### config.mk
export PLATFORM = sky130hd
export DESIGN_NAME = scalar_wb_arbiter
export DESIGN_NICKNAME = d
export VERILOG_FILES = /design/src/rtl/scalar_wb_arbiter.sv
export SDC_FILE = /design/constraint.sdc
export NUM_CORES = 1
export LEC_CHECK = 0
export CELL_PAD_IN_SITES_DETAIL_PLACEMENT = 2
export CELL_PAD_IN_SITES_GLOBAL_PLACEMENT = 2
export CORE_MARGIN = 8
export CORE_UTILIZATION = 25
export DETAILED_ROUTE_END_ITERATION = 12
export PLACE_DENSITY = 0.73
export SYNTH_ARGS = -nofsm -noshare
export SYNTH_HDL_FRONTEND = slang
export SYNTH_SLANG_ARGS = --single-unit
### constraint.sdc
create_clock -name clk -period 8.67 [get_ports clk]
set_input_delay 2.601 -clock clk [delete_from_list [all_inputs] [get_ports clk]]
set_output_delay 2.601 -clock clk [all_outputs]
set_load 0.01 [all_outputs]
### src/rtl/scalar_wb_arbiter.sv
`default_nettype none
// ============================================================================
//  Module   : scalar_wb_arbiter
//  Purpose  : Round-robin arbiter for the scalar register-file write port.
//             It also tracks outstanding destination registers in a pending
//             bitmap and reports RAW/WAW hazards to the issue stage.
//  Revision : 1.0 - initial release
// ----------------------------------------------------------------------------
//  Parameters
//    DATA_WIDTH     register word width (default `DATA_WIDTH, 32)
//    NUM_SRC        number of writeback requesters
//                   (0 = ALU, 1 = LSU, 2 = VECTOR_TO_SCALAR)
//  Ports
//    clk            single clock
//    reset          asynchronous, active-low reset
//    src_valid      per-source write request
//    src_ready      one-hot combinational grant
//    src_rd         per-source destination index, 5 bits each
//    src_data       per-source write data, DATA_WIDTH bits each
//    wb_we          write strobe to the scalar register file (registered)
//    wb_rd          write index (registered)
//    wb_data        write data (registered)
//    mask_write     pulses with wb_we when register 31 (exec mask) is written
//    issue_valid    instruction issuing this cycle
//    issue_rd       destination of the issuing instruction
//    issue_ready    no WAW hazard on issue_rd
//    rs1_addr       source operand 1 index
//    rs2_addr       source operand 2 index
//    hazard_rs1     rs1 has an outstanding write
//    hazard_rs2     rs2 has an outstanding write
//    flush          warp flush: clear bitmap and round-robin pointer
//    pending_count  number of outstanding writes (registered)
//  Build option
//    SCALAR_WB_BYPASS_EN  when defined, a register cleared by this cycle's
//                         grant is already visible as free to issue_ready
//                         and hazard_rsN in the same cycle.
// ============================================================================

`ifndef DATA_WIDTH
`define DATA_WIDTH 32
`endif

module scalar_wb_arbiter #(
    parameter int DATA_WIDTH = `DATA_WIDTH,
    parameter int NUM_SRC    = 3
) (
    input  logic                          clk,
    input  logic                          reset,
    input  logic [NUM_SRC-1:0]            src_valid,
    output logic [NUM_SRC-1:0]            src_ready,
    input  logic [NUM_SRC*5-1:0]          src_rd,
    input  logic [NUM_SRC*DATA_WIDTH-1:0] src_data,
    output logic                          wb_we,
    output logic [4:0]                    wb_rd,
    output logic [DATA_WIDTH-1:0]         wb_data,
    output logic                          mask_write,
    input  logic                          issue_valid,
    input  logic [4:0]                    issue_rd,
    output logic                          issue_ready,
    input  logic [4:0]                    rs1_addr,
    input  logic [4:0]                    rs2_addr,
    output logic                          hazard_rs1,
    output logic                          hazard_rs2,
    input  logic                          flush,
    output logic [5:0]                    pending_count
);

    localparam int c_PTR_W = (NUM_SRC > 1) ? $clog2(NUM_SRC) : 1;
    localparam logic [4:0] c_MASK_REG = 5'd31;

    // ------------------------------------------------------------------------
    // Helpers
    // ------------------------------------------------------------------------
    // The pointer is always below NUM_SRC and the offset is below NUM_SRC,
    // so a single conditional subtraction implements the modulo.
    function automatic logic [c_PTR_W-1:0] f_wrap(input int val);
        if (val >= NUM_SRC) begin
            return c_PTR_W'(val - NUM_SRC);
        end
        return c_PTR_W'(val);
    endfunction

    function automatic logic [5:0] f_popcount(input logic [31:0] vec);
        logic [5:0] cnt;
        cnt = 6'd0;
        for (int b = 0; b < 32; b++) begin
            cnt = cnt + {5'd0, vec[b]};
        end
        return cnt;
    endfunction

    // ------------------------------------------------------------------------
    // State
    // ------------------------------------------------------------------------
    logic [c_PTR_W-1:0]    r_rr_ptr;
    logic [31:0]           r_pending;
    logic [5:0]            r_pending_count;
    logic                  r_wb_we;
    logic [4:0]            r_wb_rd;
    logic [DATA_WIDTH-1:0] r_wb_data;
    logic                  r_mask_write;

    // ------------------------------------------------------------------------
    // Combinational signals
    // ------------------------------------------------------------------------
    logic                  w_grant_vld;
    logic [c_PTR_W-1:0]    w_grant_idx;
    logic [NUM_SRC-1:0]    w_grant_oh;
    logic [4:0]            w_grant_rd;
    logic [DATA_WIDTH-1:0] w_grant_data;
    logic                  w_wr_en;
    logic [31:0]           w_clr_mask;
    logic [31:0]           w_set_mask;
    logic [31:0]           w_pend_view;
    logic [31:0]           w_pend_nxt;
    logic [c_PTR_W-1:0]    w_rr_ptr_nxt;
    logic                  w_issue_ready;

    // ------------------------------------------------------------------------
    // Round-robin search starting at r_rr_ptr. Grants are suppressed while
    // reset is held low so nothing is accepted that would then be dropped.
    // ------------------------------------------------------------------------
    always_comb begin
        w_grant_vld = 1'b0;
        w_grant_idx = '0;
        for (int i = 0; i < NUM_SRC; i++) begin
            if (!w_grant_vld && reset && src_valid[f_wrap(int'(r_rr_ptr) + i)]) begin
                w_grant_vld = 1'b1;
                w_grant_idx = f_wrap(int'(r_rr_ptr) + i);
            end
        end
    end

    // Decode the winning index into the one-hot grant and mux its payload.
    always_comb begin
        w_grant_oh   = '0;
        w_grant_rd   = 5'd0;
        w_grant_data = '0;
        for (int i = 0; i < NUM_SRC; i++) begin
            if (w_grant_idx == c_PTR_W'(i)) begin
                w_grant_oh[i] = w_grant_vld;
                w_grant_rd    = src_rd[i*5 +: 5];
                w_grant_data  = src_data[i*DATA_WIDTH +: DATA_WIDTH];
            end
        end
    end

    // Writes to x0 are consumed (granted) but never reach the register file.
    assign w_wr_en = w_grant_vld && (w_grant_rd != 5'd0);

    // Only a bit that is actually pending is cleared; a stray write to a
    // non-pending register leaves the bitmap alone.
    assign w_clr_mask = w_wr_en ? ((32'd1 << w_grant_rd) & r_pending) : 32'd0;

    // ------------------------------------------------------------------------
    // Hazard view of the bitmap
    // ------------------------------------------------------------------------
`ifdef SCALAR_WB_BYPASS_EN
    // Same-cycle bypass: the register being written this cycle is free now.
    assign w_pend_view = r_pending & ~w_clr_mask;
`else
    // No bypass: the cleared register becomes usable one cycle later.
    assign w_pend_view = r_pending;
`endif

    assign w_issue_ready = (issue_rd == 5'd0) || !w_pend_view[issue_rd];
    assign hazard_rs1    = (rs1_addr != 5'd0) && w_pend_view[rs1_addr];
    assign hazard_rs2    = (rs2_addr != 5'd0) && w_pend_view[rs2_addr];

    // An issue blocked by issue_ready low is simply ignored.
    assign w_set_mask = (issue_valid && w_issue_ready && (issue_rd != 5'd0))
                        ? (32'd1 << issue_rd) : 32'd0;

    // Set is OR-ed in after the clear so a simultaneous issue to the register
    // being cleared keeps it pending. Flush wins over everything.
    assign w_pend_nxt = flush ? 32'd0 : ((r_pending & ~w_clr_mask) | w_set_mask);

    always_comb begin
        w_rr_ptr_nxt = r_rr_ptr;
        if (flush) begin
            w_rr_ptr_nxt = '0;
        end else if (w_grant_vld) begin
            w_rr_ptr_nxt = f_wrap(int'(w_grant_idx) + 1);
        end
    end

    // ------------------------------------------------------------------------
    // Registers
    // ------------------------------------------------------------------------
    always_ff @(posedge clk or negedge reset) begin
        if (!reset) begin
            r_rr_ptr        <= '0;
            r_pending       <= 32'd0;
            r_pending_count <= 6'd0;
        end else begin
            r_rr_ptr        <= w_rr_ptr_nxt;
            r_pending       <= w_pend_nxt;
            // Counting the next bitmap keeps the count aligned with r_pending.
            r_pending_count <= f_popcount(w_pend_nxt);
        end
    end

    // Writeback stage: one cycle after the grant. Index and data hold their
    // last granted value; only the strobes return to zero.
    always_ff @(posedge clk or negedge reset) begin
        if (!reset) begin
            r_wb_we      <= 1'b0;
            r_wb_rd      <= 5'd0;
            r_wb_data    <= '0;
            r_mask_write <= 1'b0;
        end else begin
            r_wb_we      <= w_wr_en;
            r_mask_write <= w_wr_en && (w_grant_rd == c_MASK_REG);
            if (w_grant_vld) begin
                r_wb_rd   <= w_grant_rd;
                r_wb_data <= w_grant_data;
            end
        end
    end

    // ------------------------------------------------------------------------
    // Outputs
    // ------------------------------------------------------------------------
    assign src_ready     = w_grant_oh;
    assign issue_ready   = w_issue_ready;
    assign wb_we         = r_wb_we;
    assign wb_rd         = r_wb_rd;
    assign wb_data       = r_wb_data;
    assign mask_write    = r_mask_write;
    assign pending_count = r_pending_count;

endmodule

`default_nettype wire

### After elaboration in Yosys (flattened, before gate mapping)

Cells that the tools add are included.

| operators by class | value |
|---|---|
| shift operators | 2 |
| $lt $le $gt $ge | 10 |
| multiplexer cells | 52 |
| reduce and logical (&&, ||, !) cells | 22 |
| add/sub/neg operators | 38 |
| bitwise gates (word level) | 4 |
| equality and inequality tests | 3 |

Operators with widths:

| kind | count |
|---|---|
| $mux 32 | 6 |
| $add 6x1->6 | 26 |
| $and 32x32->32 | 2 |
| $shl 1x5->32 const A | 2 |
| $mux 2 | 16 |
| $not 32->32 | 1 |
| $or 32x32->32 | 1 |
| $mux 1 | 21 |
| $reduce_bool 5->1 | 4 |
| $lt 5x6->1 const B | 3 |
| $bmux 1 s5 | 3 |
| $mux 5 | 3 |
| $logic_and 1x1->1 | 11 |
| $ge 3x2->1 const B | 3 |
| $lt 2x3->1 const B | 3 |
| $sub 2x2->2 const B | 4 |
| $add 2x1->3 const B | 2 |
| $add 5x1->6 | 1 |
| $bmux 1 s2 | 3 |
| $add 4x1->5 | 1 |
| $eq 5x5->1 const B | 1 |
| $logic_not 5->1 | 1 |
| $add 3x1->4 | 1 |
| $add 2x1->3 | 1 |
| 9 further kinds | 11 |

| word-level totals | value |
|---|---|
| bits of input ports | 133 |
| word-level logic and storage cells | 138 |
| output and inout port bits | 51 |
| bits in registers | 79 |

### Longest topological paths before layout

Gate-level depths: netlist of the first run.

| depth | value |
|---|---|
| depth in word-level cells | 59 |
| depth in mapped cells | 32 |
| depth with buffers taken out | 29 |

### Least setup slack after synthesis of the first run

Ideal clock, no wire load.

| path | value |
|---|---|
| path kind | input port to flip-flop |
| start | in src_valid[2] |
| end | reg r_pending_count[5] (netlist: pending_count[5]) |
| path slack | -0.458 ns |
| stages on the path | 24 |
| required time | 8.551 ns |
| buffers on the path | 1 |
| data arrival time | 9.010 ns |
| library setup time | 0.119 ns |
| cell sequence | mux2i_1 -> mux2_4 -> nor2_1 -> nor4_1 -> a221oi_1 -> ha_1 -> buf_2 -> a21oi_1 -> a22oi_1 -> nand2_1 -> nor4_1 -> o22a_1 -> fa_1 -> fa_1 -> fa_1 -> fa_1 -> fa_1 -> fa_1 -> inv_1 -> ha_1 -> a21o_1 -> a21oi_1 -> nor2b_1 -> o21a_1 |

| on the way | value |
|---|---|
| cells in the longest elaborated chain, start to end | 54 |
| elaborated cells on any way between the ends | 65 |
| those cells by class | add/sub: 31; eq/ne: 2; shift: 1; mux: 17; bitwise: 4; reduce/logical: 10 |

RTL lines:

| item | RTL line | source |
|---|---|---|
| start: declaration | 49 | `input logic [NUM_SRC-1:0] src_valid,` |
| $bmux 1 s2 | 127 | `if (!w_grant_vld && reset && src_valid[f_wrap(int'(r_rr_ptr) + i)]) begin` |
| $mux 1 (implied by the code) | 127 |  |
| $logic_and 1x1->1 | 127 |  |
| $mux 1 | 127 |  |
| $logic_not 1->1 | 127 |  |
| $logic_and 1x1->1 (2 in a row) | 127 |  |
| $mux 1 | 127 |  |
| $logic_not 1->1 | 127 |  |
| (+13 left out) | -- |  |
| $mux 32 * | 176 | `assign w_pend_nxt = flush ? 32'd0 : ((r_pending & ~w_clr_mask) \| w_set_mask);` |
| $add 1x1->2 | 87 | `cnt = cnt + {5'd0, vec[b]};` |
| $add 2x1->3 | 87 |  |
| $add 3x1->4 | 87 |  |
| $add 4x1->5 | 87 |  |
| $add 5x1->6 | 87 |  |
| $add 6x1->6 (25 in a row) | 87 |  |
| $add 6x1->6 * | 87 |  |
| end signal: assignment | 199 | `r_pending_count <= f_popcount(w_pend_nxt);` |
| end: declaration | 97 | `logic [5:0] r_pending_count;` |

Mark *: on every way between the ends. The rest lies on a longest branch, timed or not. The select of a mux whose other input is x is not followed.
A chain may end at the register's enable or synchronous reset.

### Worst setup path in the final report of the first run

| path | value |
|---|---|
| start | in src_valid[2] |
| end | reg r_pending_count[4] (netlist: pending_count[4]) |

The elaborated chain is that of the path after synthesis.

==> impl_metrics.ini, run 1 <==
[run_status]
outcome = complete, but fails checks
violations = setup timing

[logic_synthesis]
syn_area_mm2 = 0.00586
synth-simple-area-share = 0.121
async_flop_share = 1.00
synth-seq-cells = 79
synth-edff-count = 0
synthXorXnorAreaFrac = 0.00449
ys_warn_count = 0
synthCells = 591
synth.area.mux_share = 0.114
syn_nets = 761
synth.distinct_cells = 55
ys_seq_area_frac = 0.337
avgSynthCellArea_um2 = 9.91
synth_fa_ha_area_frac = 0.110
synth_top_family_by_area = compound AO/OA/AOI/OAI gates
synth_compound_area_frac = 0.245
synth_ff_type = dfrtp_1

[final_layout]
nets = 1061
final_util = 0.424
finalNonFillerCells = 1216
fill_cells = 2496
layout-drive-gt1-share = 0.313
final_area_mm2 = 0.00986
syn_to_final_growth_pct = 68.4

[critical_path]
max_stage_delay_ns = 0.55
end_kind = flip-flop
start_kind = input pin
cpMostUsedCell = fa_2
r2r_start = r_rr_ptr[0]
cp_data_arrival_time_ns = 9.40
crit_start = src_valid[2]
crit_type = input pin to flip-flop
critPathRequiredTime_ns = 8.90
slowest_stage = fa_2
rr_worst_depth = 32
rr_endpoint = pending_count[4]
reg2reg_slack_ns = 0.77
cp_max_fo = 6

[global_routing]
antenna_found_initial = 2
grt_pass1_vias = 7427
grt_pass1_wl_um = 44400
grt_max_degree = 74
grt.total_usage = 0.202
grt.overflow.total = 0

[timing]
fmax_mhz = 109
slew_violations = 0
fin_crit_ns = 9.17
worst_slew_pin_slew_ns = 1.27
timing.final.crit_share = 1.06
setup_violations = 5
report.final.hold_viol_count = 0
skew_ns = 0.00720
layout_setup_ws_ns = -0.498
hold_slack_ns = 0.480
rsz0062_at_grt = true
setup_tns_ns = -1.95
timing.slew.headroom = 0.146

[placed_design]
dp_hpwl_um = 21900
postPlaceCellArea_mm2 = 0.00867
globalplace.congestion = 0.865
port_buffers = 183
place_inst = 1145

[die]
core_mm2 = 0.0233
ioPinCount = 184
start_util = 0.252
dieHeight_um = 169
rows = 56
die_w_um = 169
die_area_mm2 = 0.0286

[clock_tree]
clockBufferDepth = 2
root_buffer = clkbuf_16
clk_pin_slew_ns = 0.06
cts_buffers = 9
cts_tree = done
cts_hold_buf = 0
clk_latency_ns = 0.35
htreeDepth = 3
clkSinkCount = 79

[pwr]
power_density_mw_per_mm2 = 209
p_leak_uw = 0.00407
ir_worst_vdd_mv = 0.112

[route]
firstDrtPassIters = 6
routed_wirelength_um = 29700
vias = 6289
drt-vias-per-instance = 5.17
drc = 0
drt_iter0_markers = 206
wire_per_inst_um = 24.4
ant_nets = 0

[worst_hold_path]
holdPathEnd = wb_data[25]
hold_depth = 2
hold_path.class = flip-flop to flip-flop
min-delay-start = wb_data[25]

[run]
maxCapViolCount = 0
[critical path: cells and delay by family]
kind | cells | cell delay, ns
AND/OR/NAND/NOR | 5 | 0.80
XOR/XNOR | 1 | 0.12
buffers and inverters | 9 | 0.81
multiplexers | 2 | 0.37
AO/OA/AOI/OAI | 5 | 1.04
adder cells (fa/ha/maj) | 9 | 3.64
[worst max-delay path by stage]
stage	cells after the start	endpoint
4_1_cts	30	pending_count[4]
5_1_grt	31	pending_count[4]
3_3_place_gp	29	pending_count[4]
3_5_place_dp	25	pending_count[5]
2_1_floorplan	27	pending_count[4]
6_report	31	pending_count[4]
[power breakdown]
group	internal [µW]	total, µW	leakage [µW]	switching (µW)
clock	288	452	0.000168	164
sequential	453	510	0.00104	56.9
combinational	543	1100	0.00286	558
total	1280	2060	0.00407	778
[routing by layer]
layer / wire length, µm / global-route usage
met1: 11400 / 0.218
met2: 15000 / 0.353
met3: 2360 / 0.0696
met4: 922 / 0.0870
met5: 13 / 0
[cell families (layout without fill, tap and decap cells)]
| group | count (synthesis) | in the layout |
|---|---|---|
| compound gates | 204 | 204 |
| xor+xnor | 3 | 3 |
| other cells | 0 | 1 |
| simple gates | 143 | 143 |
| flops | 79 | 79 |
| mux | 36 | 36 |
| buf+inv | 89 | 394 |
| fa+ha+maj | 37 | 37 |
[area by class of cell]
type,instances,area [µm²],area share
multi-input cells,423,3940,0.400
repair buffers,336,3030,0.308
flip-flops and latches,79,1980,0.200
well taps,319,399,0.0405
clock buffers,10,239,0.0242
inverters,42,161,0.0164
clock inverters,6,108,0.0109
diodes,1,2.50,0.000254
[cells in the mapped netlist (5+ instances only)]
master | number | area, µm²
fa_1 | 24 | 480
nand2_1 | 72 | 270
mux4_2 | 24 | 541
a22oi_1 | 10 | 75.1
clkbuf_1 | 25 | 93.8
a31oi_1 | 8 | 50.1
ha_1 | 13 | 163
o21a_1 | 6 | 45.0
buf_2 | 12 | 60.1
o21ai_1 | 5 | 25.0
mux2i_1 | 9 | 90.1
dfrtp_1 | 79 | 1980
buf_6 | 6 | 67.6
nand3_1 | 5 | 25.0
a21oi_1 | 12 | 60.1
nor2b_1 | 5 | 31.3
a22o_1 | 12 | 105
a221o_1 | 34 | 340
o311ai_1 | 6 | 52.6
nand3b_1 | 6 | 45.0
o22ai_1 | 8 | 50.1
inv_1 | 42 | 158
nor3_2 | 6 | 60.1
nor4_1 | 12 | 75.1
o21ai_0 | 72 | 360
o32ai_1 | 5 | 43.8
o22a_1 | 9 | 78.8
nor2_1 | 15 | 56.3
[flip-flops by register name, summed over array words and instances (netlist names)]
| register | flops |
|---|---|
| wb_we | 1 |
| wb_data | 32 |
| pending_count | 6 |
| r_rr_ptr | 2 |
| wb_rd | 5 |
| mask_write | 1 |
| r_pending | 32 |
[metrics by stage]
step | worst slack, ns | total power, µW
2_1_floorplan | -0.174 | 900
3_3_place_gp | -0.924 | 1370
3_5_place_dp | -1.21 | 1410
4_1_cts | -0.219 | 1980
5_1_grt | -0.756 | 2170
6_report | -0.498 | 2060
[placed cells by master, fill, tap and decap left out, types with 5 or more instances in the layout]
cell	instances
a21oi_1	7
a221o_1	34
a22o_1	10
a22oi_2	8
a31oi_1	6
buf_4	141
buf_6	15
clkbuf_16	9
clkdlybuf4s50_1	179
dfrtp_1	79
fa_1	18
fa_2	6
ha_1	9
inv_1	33
inv_2	8
mux2i_1	8
mux4_2	24
nand2_1	68
nand3b_1	6
nor2_1	10
nor3_2	5
nor4_1	5
nor4_4	5
o21a_1	6
o21ai_0	72
o22a_1	9
o22ai_1	8
o311ai_1	5
[timing repair]
item	4_1_cts	5_1_grt
gates resized for setup	81	26
hold endpoints to repair	0	0
pin swaps	30	29
buffers inserted	36	21
endpoints found under the setup margin	6	5
Note: power is estimated with default switching activity, not from simulation.
==> run 2: changes to the inputs <==
--- a/config.mk
+++ b/config.mk
@@ -10,7 +10,7 @@
 export CORE_MARGIN = 8
 export CORE_UTILIZATION = 25
 export DETAILED_ROUTE_END_ITERATION = 12
-export PLACE_DENSITY = 0.73
+export PLACE_DENSITY = 0.76
 export SYNTH_ARGS = -nofsm -noshare
 export SYNTH_HDL_FRONTEND = slang
 export SYNTH_SLANG_ARGS = --single-unit
==> constraint.sdc (replaced) <==
create_clock -name clk -period 8.2 [get_ports clk]
set_input_delay 2.46 -clock clk [delete_from_list [all_inputs] [get_ports clk]]
set_output_delay 2.46 -clock clk [all_outputs]
set_load 0.01 [all_outputs]
==> run 2 against run 1 <==
The flow still finishes with violations (setup timing); count of clock-buffer cells in the layout is the same; highest routed layer unchanged; global-route usage grew 0.22 points; non-clock buffer count shrank 18; core utilization shrank 0.96 points; die area is the same; worst setup slack lost 0.42 ns; register-to-register slack lost 0.48 ns; final area shrank 2.3%; critical path type unchanged.
==> impl_metrics.ini, run 2 (synthesis gave the netlist of run 1 again) <==
[run_status]
outcome = complete, but fails checks
violations = setup timing

[critical_path]
critPathRequiredTime_ns = 8.43
cp_data_arrival_time_ns = 9.35
start_kind = input pin
slowest_stage = fa_1
end_kind = flip-flop
max_stage_delay_ns = 0.57
crit_type = input pin to flip-flop
cpMostUsedCell = fa_1
cp_max_fo = 7

[global_routing]
grt.total_usage = 0.204
grt_pass1_vias = 7347
grt.overflow.total = 0
antenna_found_initial = 1
grt_pass1_wl_um = 44600
grt_max_degree = 78

[die]
die_w_um = 169
dieHeight_um = 169
die_area_mm2 = 0.0286
ioPinCount = 184
rows = 56
start_util = 0.252
core_mm2 = 0.0233

[route]
wire_per_inst_um = 25.1
routed_wirelength_um = 30000
drt_iter0_markers = 331
vias = 6333
firstDrtPassIters = 4
ant_nets = 0
drt-vias-per-instance = 5.30
drc = 0

[placed_design]
globalplace.congestion = 0.837
place_inst = 1155
dp_hpwl_um = 21200
port_buffers = 183
pre_cts_ws_ns = -1.68

[final_layout]
antenna_cells = 0
layout_common_cells = 179 x clkdlybuf4s50_1, 127 x buf_4, 79 x dfrtp_1, 72 x o21ai_0, 69 x nand2_1
finalNonFillerCells = 1195
syn_to_final_growth_pct = 64.5
nets = 1043
final_common_cell = clkdlybuf4s50_1
layout-drive-gt1-share = 0.288
fill_cells = 2493

[clock_tree]
clk_pin_slew_ns = 0.06
root_buffer = clkbuf_16
cts_buffers = 9
htreeDepth = 3
clockBufferDepth = 2
cts_tree = done
clkSinkCount = 79
clk_latency_ns = 0.36

[pwr]
internal_power_uw = 1250
clockPowerShare = 0.197
pwr-share-seq = 0.257
power_uw = 2060
p_sw_frac = 0.392
p_leak_uw = 0.00396
ir_worst_vdd_mv = 0.115
power_density_mw_per_mm2 = 214
p_sw_uw = 809
combinationalPowerShare = 0.546

[timing]
rsz0062_at_grt = true
slew_violations = 0
setup_tns_ns = -4.51
layout_setup_ws_ns = -0.918
fmax_mhz = 110
setup_violations = 6
skew_ns = 0.0187
timing.final.crit_share = 1.11
timing.slew.headroom = 0.501
worst_slew_pin_slew_ns = 0.749
report.final.hold_viol_count = 0
fin_crit_ns = 9.12

[worst_hold_path]
hold_path.class = flip-flop to flip-flop

[run]
maxCapViolCount = 0
run 2: metrics by stage:
step / instance area [µm²] / hold WS, ns / util
final: 9640 / 0.481 / 0.414
after global routing: 9640 / 0.506 / 0.414
after CTS: 9390 / 0.487 / 0.404
after detailed placement: 8770 / 0.472 / 0.377
after global placement: 8770 / 0.460 / 0.377
after floorplan: 5930 / 0.500 / -
run 2: path summary, 6_finish.rpt:
check,slack (ns),endpoint,start,cells after the start
max,-0.92,pending_count[5],src_valid[2],29
min,0.48,wb_data[12],wb_data[12],2
max reg2reg,0.29,pending_count[5],r_rr_ptr[0],31
min reg2reg,0.48,wb_data[12],wb_data[12],2
max in group asynchronous,4.91,pending_count[2],reset,3
min in group asynchronous,2.17,r_pending[30],reset,2
run 2: per-layer routing:
layer	up-vias	global-route usage	routed length [µm]
met4	2	0.0881	1230
met5	-	0	10
met2	240	0.363	15400
met1	3234	0.224	11200
li1	2784	-	-
met3	73	0.0568	2170
run 2: layout make-up:
| class | count | area [µm²] | share of cell area |
|---|---|---|---|
| repair buffers | 318 | 2910 | 0.302 |
| clock buffers | 10 | 229 | 0.0238 |
| flip-flops and latches | 79 | 1980 | 0.205 |
| inverters | 42 | 158 | 0.0164 |
| multi-input cells | 423 | 3920 | 0.406 |
| clock inverters | 4 | 48.8 | 0.00506 |
| well taps | 319 | 399 | 0.0414 |
run 2: worst max-delay path, delay by kind of cell:
family          cells  cell delay, ns
buf+inv             7            0.72
mux                 2            0.38
compound gates      6            1.33
simple gates        6            1.11
fa+ha+maj           8            3.36
run 2: power groups by stage:
stage | Combinational [µW] | Sequential, µW | Clock (µW)
floorplan | 379 | 572 | 0
global placement | 930 | 528 | 0
detailed placement | 954 | 537 | 0
CTS | 1030 | 531 | 414
global route | 1210 | 543 | 426
finish | 1130 | 530 | 407
run 2: repair_timing:
action,4_1_cts,5_1_grt
pin swaps,25,22
endpoints found under the setup margin,6,6
hold buffers,0,0
resized for setup,57,32
setup buffers,17,9
==> run 3: changes to the inputs <==
--- a/config.mk
+++ b/config.mk
@@ -11,6 +11,7 @@
 export CORE_UTILIZATION = 25
 export DETAILED_ROUTE_END_ITERATION = 12
 export PLACE_DENSITY = 0.76
+export SLEW_MARGIN = 25
 export SYNTH_ARGS = -nofsm -noshare
 export SYNTH_HDL_FRONTEND = slang
 export SYNTH_SLANG_ARGS = --single-unit
==> results of run 3 <==
The final DEF is identical to that of run 2; final timing and power are the same.
